--- src/rtl/hazard_scoreboard_unit.sv ---
// hazard_scoreboard_unit
// ID-stage hazard unit for a 5-stage RISC-V pipeline. Every architectural
// register except x0 has a countdown of the cycles left until its pending
// result can be forwarded. ID is stalled on read-after-write conflicts, and on
// write-after-write conflicts where the younger write would land first.
// A saturating counter records the number of stalled cycles.
module hazard_scoreboard_unit #(
    parameter  int NUM_REGS    = 32,
    parameter  int REG_AW      = 5,
    parameter  int MAX_LAT     = 4,
    parameter  int STALL_CNT_W = 16,
    localparam int CNT_W       = $clog2(MAX_LAT + 1)
) (
    input  logic                   clk,
    input  logic                   rst_n,
    input  logic                   id_valid,
    input  logic [REG_AW-1:0]      id_rs1,
    input  logic [REG_AW-1:0]      id_rs2,
    input  logic                   id_use_rs1,
    input  logic                   id_use_rs2,
    input  logic [REG_AW-1:0]      id_rd,
    input  logic                   id_rd_wen,
    input  logic [CNT_W-1:0]       id_lat,
    input  logic                   flush,
    input  logic                   stall_cnt_clr,
    output logic                   stall,
    output logic [NUM_REGS-1:0]    busy_vec,
    output logic [STALL_CNT_W-1:0] stall_cnt
);

    localparam logic [CNT_W-1:0]       MAX_LAT_C = CNT_W'(MAX_LAT);
    localparam logic [STALL_CNT_W-1:0] SCNT_MAX  = '1;

    // x0 is hardwired zero, so it gets no counter at all.
    logic [CNT_W-1:0]       cnt_q [1:NUM_REGS-1];
    logic [CNT_W-1:0]       cnt_d [1:NUM_REGS-1];
    logic [STALL_CNT_W-1:0] stall_cnt_q;
    logic [STALL_CNT_W-1:0] stall_cnt_d;

    logic [CNT_W-1:0] lat_eff;
    logic [CNT_W-1:0] rs1_cnt;
    logic [CNT_W-1:0] rs2_cnt;
    logic [CNT_W-1:0] rd_cnt;
    logic             raw_hazard;
    logic             waw_hazard;
    logic             accept;
    logic             issue;

    // Latency encodings above MAX_LAT are clamped rather than rejected.
    function automatic logic [CNT_W-1:0] clamp_lat(input logic [CNT_W-1:0] lat);
        return (lat > MAX_LAT_C) ? MAX_LAT_C : lat;
    endfunction

    assign lat_eff = clamp_lat(id_lat);

    // Look up the pending counts of the source and destination registers; x0
    // and any address with no counter read as zero.
    always_comb begin
        rs1_cnt = '0;
        rs2_cnt = '0;
        rd_cnt  = '0;
        for (int r = 1; r < NUM_REGS; r++) begin
            if (id_rs1 == REG_AW'(r)) rs1_cnt = cnt_q[r];
            if (id_rs2 == REG_AW'(r)) rs2_cnt = cnt_q[r];
            if (id_rd  == REG_AW'(r)) rd_cnt  = cnt_q[r];
        end
    end

    // Hazards are checked against the old counters, so an instruction whose rd
    // matches one of its sources sees the older producer, not itself.
    always_comb begin
        raw_hazard = (id_use_rs1 && (id_rs1 != '0) && (rs1_cnt != '0)) ||
                     (id_use_rs2 && (id_rs2 != '0) && (rs2_cnt != '0));
        waw_hazard = id_rd_wen && (id_rd != '0) && (rd_cnt > lat_eff);
    end

    assign stall  = id_valid && !flush && (raw_hazard || waw_hazard);
    assign accept = id_valid && !stall && !flush;
    assign issue  = accept && id_rd_wen && (id_rd != '0);

    // An accepted write reloads its register's countdown. Every other nonzero
    // countdown keeps ticking, including during a flush, because instructions
    // that were already issued still complete.
    always_comb begin
        for (int r = 1; r < NUM_REGS; r++) begin
            cnt_d[r] = cnt_q[r];
            if (issue && (id_rd == REG_AW'(r))) begin
                cnt_d[r] = lat_eff;
            end else if (cnt_q[r] != '0) begin
                cnt_d[r] = cnt_q[r] - CNT_W'(1);
            end
        end
    end

    // Stall counter: a clear takes priority over the increment, and the count
    // holds at all-ones.
    always_comb begin
        stall_cnt_d = stall_cnt_q;
        if (stall_cnt_clr) begin
            stall_cnt_d = '0;
        end else if (stall && (stall_cnt_q != SCNT_MAX)) begin
            stall_cnt_d = stall_cnt_q + STALL_CNT_W'(1);
        end
    end

    // State registers; reset drops every pending producer immediately.
    always_ff @(posedge clk or negedge rst_n) begin
        if (!rst_n) begin
            for (int r = 1; r < NUM_REGS; r++) begin
                cnt_q[r] <= '0;
            end
            stall_cnt_q <= '0;
        end else begin
            for (int r = 1; r < NUM_REGS; r++) begin
                cnt_q[r] <= cnt_d[r];
            end
            stall_cnt_q <= stall_cnt_d;
        end
    end

    // Busy flags mirror the nonzero countdowns; x0 is never busy.
    always_comb begin
        busy_vec = '0;
        for (int r = 1; r < NUM_REGS; r++) begin
            busy_vec[r] = (cnt_q[r] != '0);
        end
    end

    assign stall_cnt = stall_cnt_q;

endmodule
--- config.mk ---
export PLATFORM = sky130hd
export DESIGN_NAME = hazard_scoreboard_unit
export DESIGN_NICKNAME = d
export VERILOG_FILES = /design/src/rtl/hazard_scoreboard_unit.sv
export SDC_FILE = /design/constraint.sdc
export NUM_CORES = 1
export LEC_CHECK = 0
export BUFFER_PORTS_ARGS = -buffer_cell sky130_fd_sc_hd__buf_2
export CORE_ASPECT_RATIO = 1.25
export CORE_MARGIN = 2
export CORE_UTILIZATION = 60
export CTS_CLUSTER_DIAMETER = 100
export DETAILED_ROUTE_END_ITERATION = 8
export PLACE_DENSITY = 0.82
export SYNTH_ARGS = -nofsm -noshare
export SYNTH_HDL_FRONTEND = slang
export SYNTH_SLANG_ARGS = --single-unit
--- constraint.sdc ---
create_clock -name clk -period 9.1 [get_ports clk]
set_input_delay 0.91 -clock clk [delete_from_list [all_inputs] [get_ports clk]]
set_output_delay 0.91 -clock clk [all_outputs]
set_load 0.05 [all_outputs]
; After elaboration in Yosys (flattened, before gate mapping)
; Cells that the tools add are included.
; W data, S select, Z words.
[classes]
n_addsub = 32
eq_ne = 94
reduce_logical = 116
n_mux = 158
magnitude_cmp = 2
[op_table]
columns = cell, count
row1 = $mux W3, 156
row2 = $eq A5 B5 Y1 const B, 48
row3 = $eq A5 B4 Y1 const B, 24
row4 = $reduce_bool A3 Y1, 33
row5 = $sub A3 B1 Y3 const B, 31
row6 = $reduce_bool A2 Y1, 32
row7 = $eq A5 B3 Y1 const B, 12
row8 = $logic_and A1 B1 Y1, 44
row9 = $mux W16, 2
row10 = $eq A5 B2 Y1 const B, 6
row11 = $add A16 B1 Y16 const B, 1
row12 = $ne A16 B16 Y1 const B, 1
row13 = $eq A5 B1 Y1 const B, 3
row14 = $reduce_bool A5 Y1, 3
row15 = $gt A3 B3 Y1, 1
row16 = $gt A3 B3 Y1 const B, 1
row17 = $logic_not A1 Y1, 2
row18 = $logic_or A1 B1 Y1, 2
[word_totals]
regBits = 109
out_inout_bits = 49
wordCells = 434
input_bits = 26

; Logic depth before layout (Yosys ltp)
; Gate-level depths: netlist of run 1.
[depth]
depth_word = 44
mapped_depth = 22
depth_no_buf = 19

; Worst setup path after synthesis of run 1
; OpenSTA, ideal clock, no wires.
[synth_path]
kind = input to output
startpoint = input id_rd[3]
endpoint = output stall
required_ns = 8.190
arrival_ns = 4.613
slack_ns = 3.577
cell_stages = 20
n_path_buf = 4
path_cell_list = clkbuf_1 nor2b_1 nand2b_1 clkbuf_1 nor2_1 a221oi_1 o221ai_1 a211o_1 a31oi_1 o22ai_1 a22o_1 ha_1 a21o_1 a21oi_1 a31oi_1 o211ai_1 and4_4 buf_6 buf_2 nor2_1
[synth_between]
elab_chain_cells = 36
word_cells_on_any_way = 68
cone_classes = order compare: 1 / eq/ne: 31 / mux: 31 / reduce/logical: 5
[synth_rtl]
columns = item, line_no
row1 = from (decl), 21  ; input logic [REG_AW-1:0] id_rd,
row2 = $eq A5 B1 Y1, 65  ; if (id_rd == REG_AW'(r)) rd_cnt = cnt_q[r];
row3 = $mux W3 (31 in series), 65
row4 = $gt A3 B3 Y1, 74  ; waw_hazard = id_rd_wen && (id_rd != '0) && (rd_cnt > lat_eff);
row5 = $logic_and A1 B1 Y1 (*), 74
row6 = $logic_or A1 B1 Y1 (*), 77  ; assign stall = id_valid && !flush && (raw_hazard || waw_hazard);
row7 = $logic_and A1 B1 Y1 (*), 77
row8 = to (decl), 26  ; output logic stall,
; Mark *: on every way between the ends. The rest lies on a longest branch, timed or not.

; Final worst setup path of run 1
[layout_path]
startpoint = input id_rd[0]
endpoint = register cnt_q[19] (netlist name)
[layout_between]
elab_chain_cells = 43
word_cells_on_any_way = 76
cone_classes = order compare: 1 / eq/ne: 31 / mux: 32 / reduce/logical: 12
[layout_rtl]
columns = item, line_no
row1 = $eq A5 B1 Y1, 65
row2 = $mux W3 (31 in series), 65
row3 = $gt A3 B3 Y1, 74
row4 = $logic_and A1 B1 Y1, 74
row5 = $logic_or A1 B1 Y1, 77
row6 = $logic_and A1 B1 Y1, 77
row7 = $logic_not A1 Y1, 78  ; assign accept = id_valid && !stall && !flush;
row8 = $logic_and A1 B1 Y1 (2 in series), 78
row9 = $logic_and A1 B1 Y1 (2 in series), 79  ; assign issue = accept && id_rd_wen && (id_rd != '0);
row10 = $logic_and A1 B1 Y1 (*), 87  ; if (issue && (id_rd == REG_AW'(r))) begin
row11 = $mux W3 / $reduce_bool A2 Y1 (equally long branches), --
row12 = "to (signal, indexed assignment)", 115  ; cnt_q[r] <= cnt_d[r];
row13 = to (decl), 35  ; logic [CNT_W-1:0] cnt_q [1:NUM_REGS-1];
; Marked as above.
; A chain may end at the register's enable or synchronous reset.

==> summary.md, run 1 <==
| Metric | Value |
|---|---|
| Layout Cells excl Fill | 1,473 |
| GPL Wtd Cong | 1.03 |
| Critical Path Max Stage Delay | 780 ps |
| LEAKAGE | 4.50 nW |
| Max frequency | 159 MHz |
| Setup Skew | 12.4 ps |
| Switch Pwr | 1.71 mW |
| Final hold vios | 0 |
| Tot Pwr | 3.30 mW |
| Core Region | 17,300 um^2 |
| Clock sink count | 109 |
| Unrepaired setup endpoints after global routing | false |
| Layout cells sized above 1 | 0.113 |
| Synth Register Bits | 109 |
| Maximum root-to-sink buffer count | 2 |
| # Max-Cap Violations | 0 |
| CTS Root Cell | clkbuf_16 |
| Final min period | 6310 ps |
| Total die area | 18,500 um^2 |
| CTS tree | done |
| DRT iter0 DRCs | 1,208 |
| Status | completed |
| Final ANT Viol Nets | 0 |
| Vias | 10,200 |
| Power Dens Cells | 300 nW/um^2 |
| Mapped cell area | 10,500 um^2 |
| Mapped Nets | 1,322 |
| Total wire length | 35.3 mm |
| Residual DRC | 0 |
| Worst hold path type | in2async |
| Post-synth EDFFs | 0 |
| Required time worst endpoint | 9390 ps |
| Commonest non-fill, non-tap cell in the layout | mux2i_1 |
| Port Buffers | 73 |
| H-tree depth | 3 |
| Number of buffers and inverters on the critical path | 2 |
| Vias per cell | 6.89 |
| Sequential element share of the synthesized area | 0.261 |
| Largest net degree at the start of global routing | 62 |
| Stages on worst setup path | 19 |
| Detailed placement HPWL | 25.3 mm |
| Top-Level Pins | 75 |
| Logic pwr share | 0.529 |
| Die X | 122 um |
| Inst Count DP | 1,458 |
| Max-slew headroom | 0.338 |
| Post_cts resized | 0 |
| Nets | 1,337 |
| Setup tns final | 0 ps |
| Worst-path cell chain | buf_2 -> inv_1 -> nand2_1 -> o22ai_1 -> a221oi_1 -> o221ai_1 -> a211o_1 -> a31oi_1 -> o22ai_1 -> a22o_1 -> ha_1 -> a21o_1 -> a21oi_1 -> a31oi_1 -> or3_1 -> nor2_1 -> nand4_1 -> nor2_1 -> mux2i_1 |
| Worst-Skew Late Latency | 370 ps |
| Synthesized area per cell | 8.51 um^2 |
| Ys flop type | dfrtp_1 |
| Sequential Power Share | 0.357 |
| Diode count | 0 |
| P&R area growth vs syn | 5.01% |
| Most frequent cells in the layout | 145 x mux2i_1, 112 x nor2_1, 109 x dfrtp_1 |
| Starting density of the core | 0.605 |
| Clk pwr share | 0.115 |
| Rows | 54 |
| CTS Buf Count | 9 |
| Vias in the first global route | 9,589 |
| Count of cell types in the netlist | 91 |
| Synth warn | 0 |
| First-pass GRT wire length | 54.1 mm |
| Fin util | 0.636 |
| Async SR Flop Fraction | 1.00 |
| Routed length per instance | 24.0 um |
| Data arrival, critical path | 6590 ps |
| Gr ovfl total | 0 |
| Antenna violations before repair | 0 |
| Fin crit share | 0.693 |
| Slowest cell on the critical path | nand4_1 |
| Critical path class | in2reg |
| Detailed Routing Iterations Pass 1 | 5 |
| Mapped Cells | 1,230 |
| Delay-heaviest family, CP | simple AND/OR/NAND/NOR gates |
| Hold-fix buffers, CTS | 0 |
| Max IR drop VDD | 0.000218 V |
| Overall Global Routing Usage | 0.386 |
| Reg2reg path depth | 17 |
| Switching fraction of total power | 0.517 |
| Post-CTS Setup Bufs | 0 |
| Die Y | 152 um |
| Setup violators final | 0 |
| Worst slew pin tran | 984 ps |
| Worst setup EP type | flip-flop |
| Max-slew violations | 0 |
| CTS clk-pin slew, worst paths | 80 ps |
| Max FO, Critical Path | 40 |
| CP startpoint kind | primary input |
| Pint | 1.59 mW |
==> layout make-up <==
type,instances,area (um^2)
multi-input cells,966,7000
repair buffers,81,428
clock inverters,5,37.5
well taps,224,280
flip-flops and latches,109,2730
clock buffers,10,229
fillers,1530,6300
inverters,78,293
==> cells by family after synthesis <==
group,share of synthesized area
other cells,0.000358
fa+ha+maj,0.0789
simple gates,0.201
compound gates,0.199
buf+inv,0.0710
xor+xnor,0.0259
flops,0.261
mux,0.163
==> synthesized netlist by cell type (all sizes together), types with 4 or more instances <==
cell type    n  area [um^2]
a2111oi      5         57.6
a211oi      12         95.1
a21oi       56          280
a221oi      11          109
a22oi       11         87.6
a31oi       17          106
a32oi        8         70.1
and2         5         31.3
and3         6         37.5
and3b        5         43.8
buf         42          317
clkbuf      35          134
dfrtp      109         2730
ha          66          826
inv         76          285
mux2        16          188
mux2i      145         1450
nand2       85          327
nand2b      49          307
nand3       18         90.1
nand3b       6         45.0
nand4        9         56.3
nor2       113          440
nor2b       28          178
nor3        17         85.1
nor3b        8         75.1
nor4         8         50.1
nor4b        5         43.8
o211a        4         40.0
o211ai       8         65.1
o21a         4         30.0
o21ai       82          414
o21bai       5         41.3
o221ai      13          114
o22ai       16          100
o31ai        9         67.6
o32ai       11          104
or2          7         43.8
or3         12         75.1
or4          4         30.0
xnor2       31          272
==> worst register-to-register path, delay by kind of cell, from the launching register on <==
family,cells,cell delay [ps]
adders and majority gates,1,320
muxes,2,490
and+or+nand+nor,4,1940
AOI/OAI and AO/OA,10,1820
DFF,1,460
==> power by group through the flow <==
stage          clock network, mW  registers [mW]  logic, mW
5_1_grt                    0.404            1.18       1.94
4_1_cts                    0.378            1.14       1.73
6_report                   0.379            1.18       1.74
2_1_floorplan                  0           0.930       1.38
3_3_place_gp                   0            1.15       1.65
3_5_place_dp                   0            1.15       1.72
==> layer usage <==
| layer | vias up | track usage | part of all wire |
|---|---|---|---|
| met5 | - | 0 | 0 |
| met4 | 0 | 0.296 | 0.093 |
| met3 | 200 | 0.0715 | 0.083 |
| met2 | 653 | 0.617 | 0.45 |
| met1 | 4808 | 0.457 | 0.37 |
| li1 | 4495 | - | - |
==> stage by stage <==
| step | instance area [um^2] | worst slack, ps | hold slack (ps) |
|---|---|---|---|
| 6_report | 11000 | 2790 | 547 |
| 4_1_cts | 11000 | 3050 | 577 |
| 3_5_place_dp | 10700 | 2700 | 566 |
| 3_3_place_gp | 10700 | 2900 | 547 |
| 2_1_floorplan | 10500 | 3580 | 565 |
| 5_1_grt | 11000 | 2460 | 602 |
==> sequential cells by signal (all words and copies together) (netlist names) <==
name and cells:
cnt_q 93, stall_cnt 16
==> path summary, 6_finish.rpt <==
kind | startpoint | endpoint | slack, ps
setup reg to reg | cnt_q[49]$_DFFE_PN0P_ | cnt_q[19]$_DFFE_PN0P_ | 3980
setup / recovery | id_rd[0] | cnt_q[19]$_DFFE_PN0P_ | 2790
hold reg to reg | stall_cnt[12]$_DFFE_PN0P_ | stall_cnt[12]$_DFFE_PN0P_ | 570
min in group clk | stall_cnt[12]$_DFFE_PN0P_ | stall_cnt[12]$_DFFE_PN0P_ | 570
max in group asynchronous | rst_n | cnt_q[50]$_DFFE_PN0P_ | 7320
hold / removal | rst_n | cnt_q[81]$_DFFE_PN0P_ | 550
No activity file was read; power rests on OpenSTA's default activity.
==> inputs of run 2 (changes only) <==
- clock period: 9.1 -> 6.05 ns (I/O delays scaled with it)
==> run 2 against run 1 <==
Power increased by 52%. Critical endpoint is now stall. Non-clock buffer count increased by 10. Critical path depth decreased by 1. Cell count is 0.75% higher. Wire length shrank 0.25%. Design area rose by 0.92%. Sequential share of layout area shrank 0.23 points.
==> summary.md, run 2 (synthesized netlist as in run 1, its figures left out) <==
| Metric | Value |
|---|---|
| Clock sink count | 109 (unchanged) |
| Worst-path cell chain | buf_2 -> nor2b_1 -> nand2b_1 -> nor2_1 -> a221oi_1 -> o221ai_1 -> a211o_1 -> a31oi_1 -> o22ai_1 -> a22o_1 -> ha_1 -> a21o_1 -> a21oi_1 -> a31oi_1 -> o211ai_1 -> and4_4 -> nor2_1 -> buf_2 (was buf_2 -> inv_1 -> nand2_1 -> o22ai_1 -> a221oi_1 -> o221ai_1 -> a211o_1 -> a31oi_1 -> o22ai_1 -> a22o_1 -> ha_1 -> a21o_1 -> a21oi_1 -> a31oi_1 -> or3_1 -> nor2_1 -> nand4_1 -> nor2_1 -> mux2i_1) |
| Total wire length | 35.2 mm (was 35.3 mm) |
| Max layer used | met4 (unchanged) |
| Delay-heaviest family, CP | compound AO/OA/AOI/OAI gates (was simple AND/OR/NAND/NOR gates) |
| Largest net degree at the start of global routing | 58 (was 62) |
| Top-Level Pins | 75 (unchanged) |
| Reg2reg path depth | 18 (was 17) |
| Max frequency | 191 MHz |
| Routed met2 length | 15.8 mm (was 16.0 mm) |
| Worst slew pin tran | 1080 ps (was 984 ps) |
| Data arrival, critical path | 4620 ps (was 6590 ps) |
| Required time worst endpoint | 5440 ps (was 9390 ps) |
| Core Region | 17,300 um^2 (unchanged) |
| Status | completed (unchanged) |
| Residual DRC | 0 (unchanged) |
| Diode count | 0 (unchanged) |
| Number of buffers and inverters on the critical path | 2 (unchanged) |
| CTS Buf Count | 9 (unchanged) |
| Vias per cell | 6.85 (was 6.89) |
| CP startpoint kind | primary input (unchanged) |
| Detailed Routing Iterations Pass 1 | 8 (was 5) |
| Setup Skew | 9.87 ps (was 12.4 ps) |
| Overall Global Routing Usage | 0.388 (was 0.386) |
| Critical path class | in2out (was in2reg) |
| Stages on worst setup path | 18 (was 19) |
| Port Buffers | 73 (unchanged) |
| Worst hold path type | in2async (unchanged) |
| First-pass GRT wire length | 54.3 mm (was 54.1 mm) |
| Final hold vios | 0 (unchanged) |
| Antenna violations before repair | 0 (unchanged) |
| Max-slew headroom | 0.273 (was 0.338) |
| Hold-fix buffers, CTS | 0 (unchanged) |
| DRT iter0 DRCs | 1,293 (was 1,208) |
| P&R area growth vs syn | 5.97% (was 5.01%) |
| Final min period | 5230 ps |
| Detailed placement HPWL | 25.7 mm (was 25.3 mm) |
| Tot Pwr | 5.03 mW (was 3.30 mW) |
| Fin crit share | 0.864 |
| Most frequent cells in the layout | 145 x mux2i_1, 112 x nor2_1, 109 x dfrtp_1 (unchanged) |
| Setup tns final | 0 ps (unchanged) |
| Met3 wire len | 3.55 mm (was 2.94 mm) |
| Starting density of the core | 0.605 (unchanged) |
| Max reg flops | 93 (unchanged) |
| Critical Path Max Stage Delay | 440 ps (was 780 ps) |
| Worst setup EP type | primary output (was flip-flop) |
| Max IR drop VDD | 0.000305 V (was 0.000218 V) |
| Power Dens Cells | 453 nW/um^2 (was 300 nW/um^2) |
| H-tree depth | 3 (unchanged) |
| Gr ovfl total | 0 (unchanged) |
| Max-slew violations | 0 (unchanged) |
| GPL Wtd Cong | 1.17 (was 1.03) |
| Routed length per instance | 23.8 um (was 24.0 um) |
| Vias | 10,200 (about the same) |
| Layout cells sized above 1 | 0.121 (was 0.113) |
| Post-CTS Setup Bufs | 0 (unchanged) |
| Worst-Skew Late Latency | 370 ps (about the same) |
| LEAKAGE | 4.56 nW (was 4.50 nW) |
| Total die area | 18,500 um^2 (unchanged) |
| # Max-Cap Violations | 0 (unchanged) |
| Met1 Wirelength | 12.9 mm (was 13.1 mm) |
| Maximum root-to-sink buffer count | 2 (unchanged) |
| CTS tree | done (unchanged) |
| Post_cts resized | 0 (unchanged) |
| Final ANT Viol Nets | 0 (unchanged) |
| Nets | 1,347 (was 1,337) |
| Commonest non-fill, non-tap cell in the layout | mux2i_1 (unchanged) |
| Rows | 54 (unchanged) |
| Max FO, Critical Path | 26 (was 40) |
| Die X | 122 um (unchanged) |
| Slowest cell on the critical path | a221oi_1 (was nand4_1) |
| CTS clk-pin slew, worst paths | 80 ps (about the same) |
| Die Y | 152 um (unchanged) |
| CTS Root Cell | clkbuf_16 (unchanged) |
| Biggest register | cnt_q (unchanged) |
| Vias in the first global route | 9,457 (was 9,589) |
| Setup violators final | 0 (unchanged) |
| Unrepaired setup endpoints after global routing | false (unchanged) |
[run 2: cell types whose count changed in the layout (fill, tap and decap cells not counted)]
| cell | delta |
|---|---|
| bufinv_16 | +1 |
| clkinv_2 | +1 |
| inv_6 | -1 |
| buf_4 | +10 |
[run 2: power by group]
part	switching, mW	internal, mW
combinational	1.59	1.05
clock	0.282	0.320
sequential	0.709	1.07
[run 2: per-layer routing]
metal  vias to the layer above  GRT usage
met5                         -          0
met4                         0      0.270
met3                       208     0.0820
met2                       679      0.612
met1                      4759      0.472
li1                       4513          -
[run 2: path summary, 6_finish.rpt]
check                                          start                   endpoint  slack, ps
setup reg to reg               cnt_q[43]$_DFFE_PN0P_      cnt_q[62]$_DFFE_PN0P_       1580
hold / removal                                 rst_n   stall_cnt[1]$_DFFE_PN0P_        260
hold reg to reg            stall_cnt[12]$_DFFE_PN0P_  stall_cnt[12]$_DFFE_PN0P_        580
min in group clk           stall_cnt[12]$_DFFE_PN0P_  stall_cnt[12]$_DFFE_PN0P_        580
setup / recovery                            id_rd[2]                      stall        820
max in group asynchronous                      rst_n      cnt_q[17]$_DFFE_PN0P_       4600
[run 2: area by class of cell]
class | instances | area (um^2)
Timing Repair Buffer | 91 | 503
Clock inverter | 6 | 63.8
Fill cell | 1517 | 6200
Sequential cell | 109 | 2730
Inverter | 78 | 293
Clock buffer | 10 | 229
Tap cell | 224 | 280
Multi-Input combinational cell | 966 | 7000
[run 2: metrics by stage]
step	instances	utilization	setup slack, ps	hold slack (ps)	cell area [um^2]
floorplan	1230	-	1140	309	10500
global placement	1468	0.625	946	544	10800
detailed placement	1468	0.625	865	571	10800
CTS	1484	0.641	977	298	11100
global route	1484	0.641	685	330	11100
finish	1484	0.641	823	262	11100
